==> config.mk <==
export PLATFORM = sky130hd
export DESIGN_NAME = ula_arbiter
export DESIGN_NICKNAME = d
export VERILOG_FILES = /design/src/rtl/ula_arbiter_pkg.sv /design/src/rtl/ula_arbiter_rsp_fifo.sv /design/src/rtl/ula_arbiter.sv
export SDC_FILE = /design/constraint.sdc
export NUM_CORES = 1
export LEC_CHECK = 0
export ABC_AREA = 1
export CAP_MARGIN = 20
export CORE_ASPECT_RATIO = 0.5
export CORE_UTILIZATION = 60
export CTS_CLUSTER_DIAMETER = 200
export DETAILED_ROUTE_END_ITERATION = 12
export DONT_BUFFER_PORTS = 1
export GPL_ROUTABILITY_DRIVEN = 0
export MAX_ROUTING_LAYER = met4
export PLACE_DENSITY = 0.76
export SYNTH_ARGS = -nofsm -noshare
export SYNTH_HDL_FRONTEND = slang
export SYNTH_SLANG_ARGS = --single-unit
==> constraint.sdc <==
create_clock -name clk -period 3.2 [get_ports clk]
set_clock_uncertainty 0.2 [all_clocks]
set_input_delay 0.48 -clock clk [delete_from_list [all_inputs] [get_ports clk]]
set_output_delay 0.48 -clock clk [all_outputs]
set_load 0.05 [all_outputs]
==> src/rtl/ula_arbiter_pkg.sv <==
// rtl/ula_arbiter_pkg.sv - shared widths, flag indices and ALU op encodings for ula_arbiter
`ifndef TAM
`define TAM 32
`endif

package ula_arbiter_pkg;
  localparam int ULA_TAM    = `TAM;
  localparam int ULA_CTRL_W = 4;
  localparam int ULA_FLAG_W = 3;

  localparam int FLG_MINUS = 2;
  localparam int FLG_ZERO  = 1;
  localparam int FLG_CARRY = 0;

  // ctrl = {op, variant}; variant selects SUB/NAND/ROTR within a pair
  typedef enum logic [2:0] {
    OP_ADDSUB  = 3'b000,
    OP_ANDNAND = 3'b001,
    OP_OR      = 3'b010,
    OP_XOR     = 3'b011,
    OP_SHRROT  = 3'b100,
    OP_SRA     = 3'b101,
    OP_SHL     = 3'b110,
    OP_ROTL    = 3'b111
  } ula_op_e;
endpackage

==> src/rtl/ula_arbiter_rsp_fifo.sv <==
// rtl/ula_arbiter_rsp_fifo.sv - 2-entry response FIFO holding {result, flags}
module ula_rsp_fifo
  import ula_arbiter_pkg::*;
#(
  parameter int W = ULA_TAM + ULA_FLAG_W
) (
  input  logic         clk,
  input  logic         rst_n,
  input  logic         i_push,
  input  logic [W-1:0] i_data,
  input  logic         i_pop,
  output logic [1:0]   o_occ,
  output logic [W-1:0] o_head
);
  logic [W-1:0] r_mem [2];
  logic         r_wr_ptr;
  logic         r_rd_ptr;
  logic [1:0]   r_occ;
  logic         w_pop;

  assign w_pop  = i_pop & (r_occ != 2'd0);
  assign o_occ  = r_occ;
  assign o_head = r_mem[r_rd_ptr];

  always_ff @(posedge clk or negedge rst_n) begin
    if (!rst_n) begin
      r_mem[0] <= '0;
      r_mem[1] <= '0;
      r_wr_ptr <= 1'b0;
      r_rd_ptr <= 1'b0;
      r_occ    <= 2'd0;
    end else begin
      if (i_push) begin
        r_mem[r_wr_ptr] <= i_data;
        r_wr_ptr        <= ~r_wr_ptr;
      end
      if (w_pop) r_rd_ptr <= ~r_rd_ptr;
      case ({i_push, w_pop})
        2'b10:   r_occ <= r_occ + 2'd1;
        2'b01:   r_occ <= r_occ - 2'd1;
        default: r_occ <= r_occ;
      endcase
    end
  end

  // Upstream eligibility reserves a slot per in-flight op, so a push into a full buffer is a bug
  a_no_overflow: assert property (@(posedge clk) disable iff (!rst_n)
    !(i_push && (r_occ == 2'd2) && !w_pop));
endmodule

==> src/rtl/ula_arbiter.sv <==
// rtl/ula_arbiter.sv - round-robin sharing of one registered ALU between two requesters
module ula_arbiter
  import ula_arbiter_pkg::*;
#(
  parameter int TAM    = ULA_TAM,
  parameter int CTRL_W = ULA_CTRL_W,
  parameter int FLAG_W = ULA_FLAG_W
) (
  input  logic              clk,
  input  logic              rst_n,
  input  logic              req0_valid,
  output logic              req0_ready,
  input  logic [TAM-1:0]    req0_a,
  input  logic [TAM-1:0]    req0_b,
  input  logic [CTRL_W-1:0] req0_ctrl,
  output logic              rsp0_valid,
  input  logic              rsp0_ready,
  output logic [TAM-1:0]    rsp0_data,
  output logic [FLAG_W-1:0] rsp0_flags,
  input  logic              req1_valid,
  output logic              req1_ready,
  input  logic [TAM-1:0]    req1_a,
  input  logic [TAM-1:0]    req1_b,
  input  logic [CTRL_W-1:0] req1_ctrl,
  output logic              rsp1_valid,
  input  logic              rsp1_ready,
  output logic [TAM-1:0]    rsp1_data,
  output logic [FLAG_W-1:0] rsp1_flags,
  output logic [TAM-1:0]    ula_a,
  output logic [TAM-1:0]    ula_b,
  output logic [CTRL_W-1:0] ula_ctrl,
  input  logic [TAM-1:0]    ula_out,
  input  logic [FLAG_W-1:0] ula_flags,
  output logic              busy
);
  localparam int RW = TAM + FLAG_W;

  logic          r_inflight_v;
  logic          r_inflight_id;
  logic          r_last_grant;
  logic [1:0]    w_occ0, w_occ1;
  logic [1:0]    w_cnt0, w_cnt1;
  logic          w_elig0, w_elig1;
  logic          w_gnt0, w_gnt1;
  logic          w_push0, w_push1;
  logic [RW-1:0] w_head0, w_head1;

  // Buffer slots already committed: occupancy plus the op currently inside the ALU
  assign w_cnt0  = w_occ0 + {1'b0, r_inflight_v & ~r_inflight_id};
  assign w_cnt1  = w_occ1 + {1'b0, r_inflight_v &  r_inflight_id};
  assign w_elig0 = rst_n & req0_valid & (w_cnt0 < 2'd2);
  assign w_elig1 = rst_n & req1_valid & (w_cnt1 < 2'd2);
  assign w_gnt0  = w_elig0 & (~w_elig1 |  r_last_grant);
  assign w_gnt1  = w_elig1 & (~w_elig0 | ~r_last_grant);

  assign req0_ready = w_gnt0;
  assign req1_ready = w_gnt1;

  always_comb begin
    ula_a    = '0;
    ula_b    = '0;
    ula_ctrl = '0;
    if (w_gnt0) begin
      ula_a    = req0_a;
      ula_b    = req0_b;
      ula_ctrl = req0_ctrl;
    end else if (w_gnt1) begin
      ula_a    = req1_a;
      ula_b    = req1_b;
      ula_ctrl = req1_ctrl;
    end
  end

  always_ff @(posedge clk or negedge rst_n) begin
    if (!rst_n) begin
      r_inflight_v  <= 1'b0;
      r_inflight_id <= 1'b0;
      r_last_grant  <= 1'b1;
    end else begin
      r_inflight_v <= w_gnt0 | w_gnt1;
      if (w_gnt0 | w_gnt1) begin
        r_inflight_id <= w_gnt1;
        r_last_grant  <= w_gnt1;
      end
    end
  end

  assign w_push0 = r_inflight_v & ~r_inflight_id;
  assign w_push1 = r_inflight_v &  r_inflight_id;

  ula_rsp_fifo #(.W(RW)) u_fifo0 (
    .clk    (clk),
    .rst_n  (rst_n),
    .i_push (w_push0),
    .i_data ({ula_out, ula_flags}),
    .i_pop  (rsp0_ready),
    .o_occ  (w_occ0),
    .o_head (w_head0)
  );

  ula_rsp_fifo #(.W(RW)) u_fifo1 (
    .clk    (clk),
    .rst_n  (rst_n),
    .i_push (w_push1),
    .i_data ({ula_out, ula_flags}),
    .i_pop  (rsp1_ready),
    .o_occ  (w_occ1),
    .o_head (w_head1)
  );

  assign rsp0_valid = (w_occ0 != 2'd0);
  assign rsp1_valid = (w_occ1 != 2'd0);
  assign {rsp0_data, rsp0_flags} = w_head0;
  assign {rsp1_data, rsp1_flags} = w_head1;

  assign busy = r_inflight_v | (w_occ0 != 2'd0) | (w_occ1 != 2'd0);
endmodule

==> impl_metrics.csv <==
group,metric,value,unit
routing,wl,24800,µm
status,status,"complete, but fails checks",
sta,tightestPinTransition,0.7950,ns
routing,dr_wl_met2,11700,µm
synth,synth.net_count,1195,
placement,port_buffers,0,
layout,drive_above_1_share,12.46,%
synth,synth.yosys.seq_area_share,50.13,%
layout,multiInputGateArea,3284,µm²
global_routing,grt_max_degree,154,
synth,yosys.area.top_type,"dfrtp_1",
routing,wl_met1,9522,µm
power_and_ir_drop,p_leak,4.948,nW
synth,syn_area,7540,µm²
routing,drtIter0Drc,915,
clocking,cts_buffers,17,
power_and_ir_drop,p_per_area,1299,nW/µm²
setup_path,required,2.52,ns
global_routing,grt_pass1_wl,37180,µm
global_routing,antenna_found_initial,0,
routing,top_layer_used,"met4",
die,coreArea,12020,µm²
routing,routed_via_density,6.025,
sta,max_slew_margin,46.92,%
routing,drt_pass1_iterations,8,
setup_path,path_max_fanout,24,
synth,async_flop_share,100.0,%
setup_path,r2r-end,"u_fifo1.o_occ[1]",
die,die_h,81.27,µm
routing,wl_met3,2852,µm
setup_path,reg2reg_slack,1.05,ns
global_routing,grt_pass1_vias,6755,
setup_path,cp.buffers_inverters,3,
synth,synth.top_cells.by_count,"nand2_1 (435), dfrtp_1 (150), nand3_1 (140)",
clocking,clock_latency,0.43,ns
setup_path,critPathMaxStageDelay,0.49,ns
clocking,root_buffer,"clkbuf_16",
flow_run,max_cap_violations,0,
clocking,post_cts_buffers,0,
setup_path,cp-start-kind,"flip-flop",
synth,syn_inst,1016,
global_routing,grtUsageTotal,38.99,%
setup_path,rr_worst_depth,8,
die,dieArea,13050,µm²
clocking,cts_max_level,4,
power_and_ir_drop,ir_drop,0.6285,mV
setup_path,critPathKind,"reg2out",
clocking,path_clk_slew,0.07,ns
die,std_cell_rows,28,
sta,hold_slack,-0.4636,ns
routing,drcViolationCount,0,
placement,place_area,8915,µm²
sta,slew_violations,0,
synth,ys.flop_type,"dfrtp_1",
sta,fmaxAchievable,332.3,MHz
synth,ys_ff_latch,151,
die,io_pins,320,
die,die_w,160.5,µm
routing,wire_per_inst,20.26,µm
synth,avgSynthCellArea,7.421,µm²
synth,synth_top_area_share,49.78,%
clocking,cts_sinks,151,
sta,fin_crit_sh,94.04,%
clocking,cts.path.max_buffers,2,
setup_path,crit_chain,"nand3_1, nand2_1, nand3_2, inv_6, buf_12, nand3_1, nand2_1, buf_12",
clocking,cts_tree,"yes",
routing,final_antenna_net_count,0,
layout,num_antenna_cells,0,
status,violations,"hold timing",
sta,finalSetupTns,0,ns
synth,ys_warn_count,0,
synth,synth.most_common_cell,"nand2_1",
synth,synth_edf_count,0,
sta,setup_viol,0,
placement,dp_hpwl,16150,µm
synth,yosysUniqueCellTypes,25,
setup_path,worst_r2r_startpoint,"u_fifo1.o_occ[0]",
setup_path,critPathCaptureType,"output pin",
setup_path,cp_slowest_cell,"dfrtp_1",
sta,hold_violations,151,
global_routing,overflow,0,
setup_path,crit_family,"simple AND/OR/NAND/NOR gates",
layout,fin_area,9539,µm²
sta,rsz0062_at_grt,"false",
min_path,holdCritPathClass,"in2async",
synth,synthTopCellsByArea,"dfrtp_1 (50%), nand2_1 (22%), nand3_1 (9.3%), o21ai_0 (7.6%), inv_1 (2.3%)",
layout,fill_cells,805,
die,initial_core_util,62.74,%
layout,seq_area,3780,µm²
routing,vias,7375,
layout,fin_nets,1225,
sta,min_period,3.009,ns
layout,area_delta_synth_final,26.52,%
setup_path,critical_path_arrival,2.33,ns
==> what timing repair did <==
item                                   4_1_cts  5_1_grt
pin swaps                                    1        1
setup endpoints to repair                   23       18
gates cloned                                 1        1
gates resized for setup                      1        4
endpoints found under the hold margin      151      151
==> sequential cells by signal (all words and copies together), names as in the netlist <==
register	cells
r_inflight_id	1
r_inflight_v	1
r_last_grant	1
u_fifo0.o_occ	2
u_fifo0.r_mem	70
u_fifo0.r_rd_ptr	1
u_fifo0.r_wr_ptr	1
u_fifo1.o_occ	2
u_fifo1.r_mem	70
u_fifo1.r_rd_ptr	1
u_fifo1.r_wr_ptr	1
==> through the flow <==
stage / util, % / worst slack (ns) / power, mW / cells
floorplan: - / 0.9989 / 8.626 / 1016
global placement: 74.19 / 0.2855 / 10.05 / 1190
detailed placement: 74.19 / 0.2489 / 10.24 / 1190
CTS: 79.20 / 0.1332 / 12.34 / 1223
global route: 79.38 / 0.07343 / 12.96 / 1224
finish: 79.38 / 0.1907 / 12.39 / 1224
==> cell type report <==
type / instances / share of cell area, %
Clock buffer: 18 / 4.604
Tap cell: 165 / 2.164
Clock inverter: 14 / 1.482
Multi-Input combinational cell: 743 / 34.43
Sequential cell: 151 / 39.62
Timing Repair Buffer: 82 / 15.63
Inverter: 51 / 2.059
==> power by group <==
group,leakage [nW],internal (mW),switching [mW]
clock,0.279,1.11,0.867
combinational,2.84,1.60,5.35
sequential,1.83,2.88,0.582
==> cell families after synthesis <==
group / count (synthesis) / synth area share (%)
flip-flops: 151 / 50.13
AND/OR/NAND/NOR: 586 / 32.04
buffers and inverters: 124 / 7.036
XOR/XNOR: 6 / 0.6970
AO/OA/AOI/OAI: 147 / 9.758
adder cells (fa/ha/maj): 2 / 0.3318
==> worst max path at each step <==
stage                 startpoint   endpoint  depth (start not counted)
floorplan                  rst_n   ula_a[0]                          6
global placement    r_inflight_v  ula_a[24]                          6
detailed placement  r_inflight_v  ula_a[24]                          6
CTS                 r_inflight_v  ula_a[14]                          8
global route        r_inflight_v  ula_a[14]                          8
finish              r_inflight_v  ula_a[14]                          8
==> placed cells by master (no fill, tap or decap) <==
master      synthesis  layout
o21ai_0           114     114
nand4_4             0       2
dfstp_2             1       1
inv_1              46      46
clkinv_4            0       5
nand4_1             1       1
o21ai_1            31      31
nor2_1              3       3
clkinvlp_4          0       2
nand2_1           435     434
clkbuf_8            0       1
nand4_2             2       2
inv_2               5       4
inv_6               0       7
clkbuf_16           0      17
buf_4               2      12
or2_2               0       2
nand2_2             1       2
ha_1                2       2
xor2_1              4       4
nand3_2             1       3
bufinv_16           0       1
xnor2_1             2       2
nand3_1           140     138
nor2_4              1       1
dfrtp_1           150     150
a21oi_1             2       2
buf_12              0      70
==> per-layer routing <==
layer,track usage [%],vias up
met3,14.20,72
met4,15.14,0
met2,60.35,439
met5,-,-
met1,47.09,3542
li1,-,3322
Note: power is estimated with default switching activity, not from simulation.
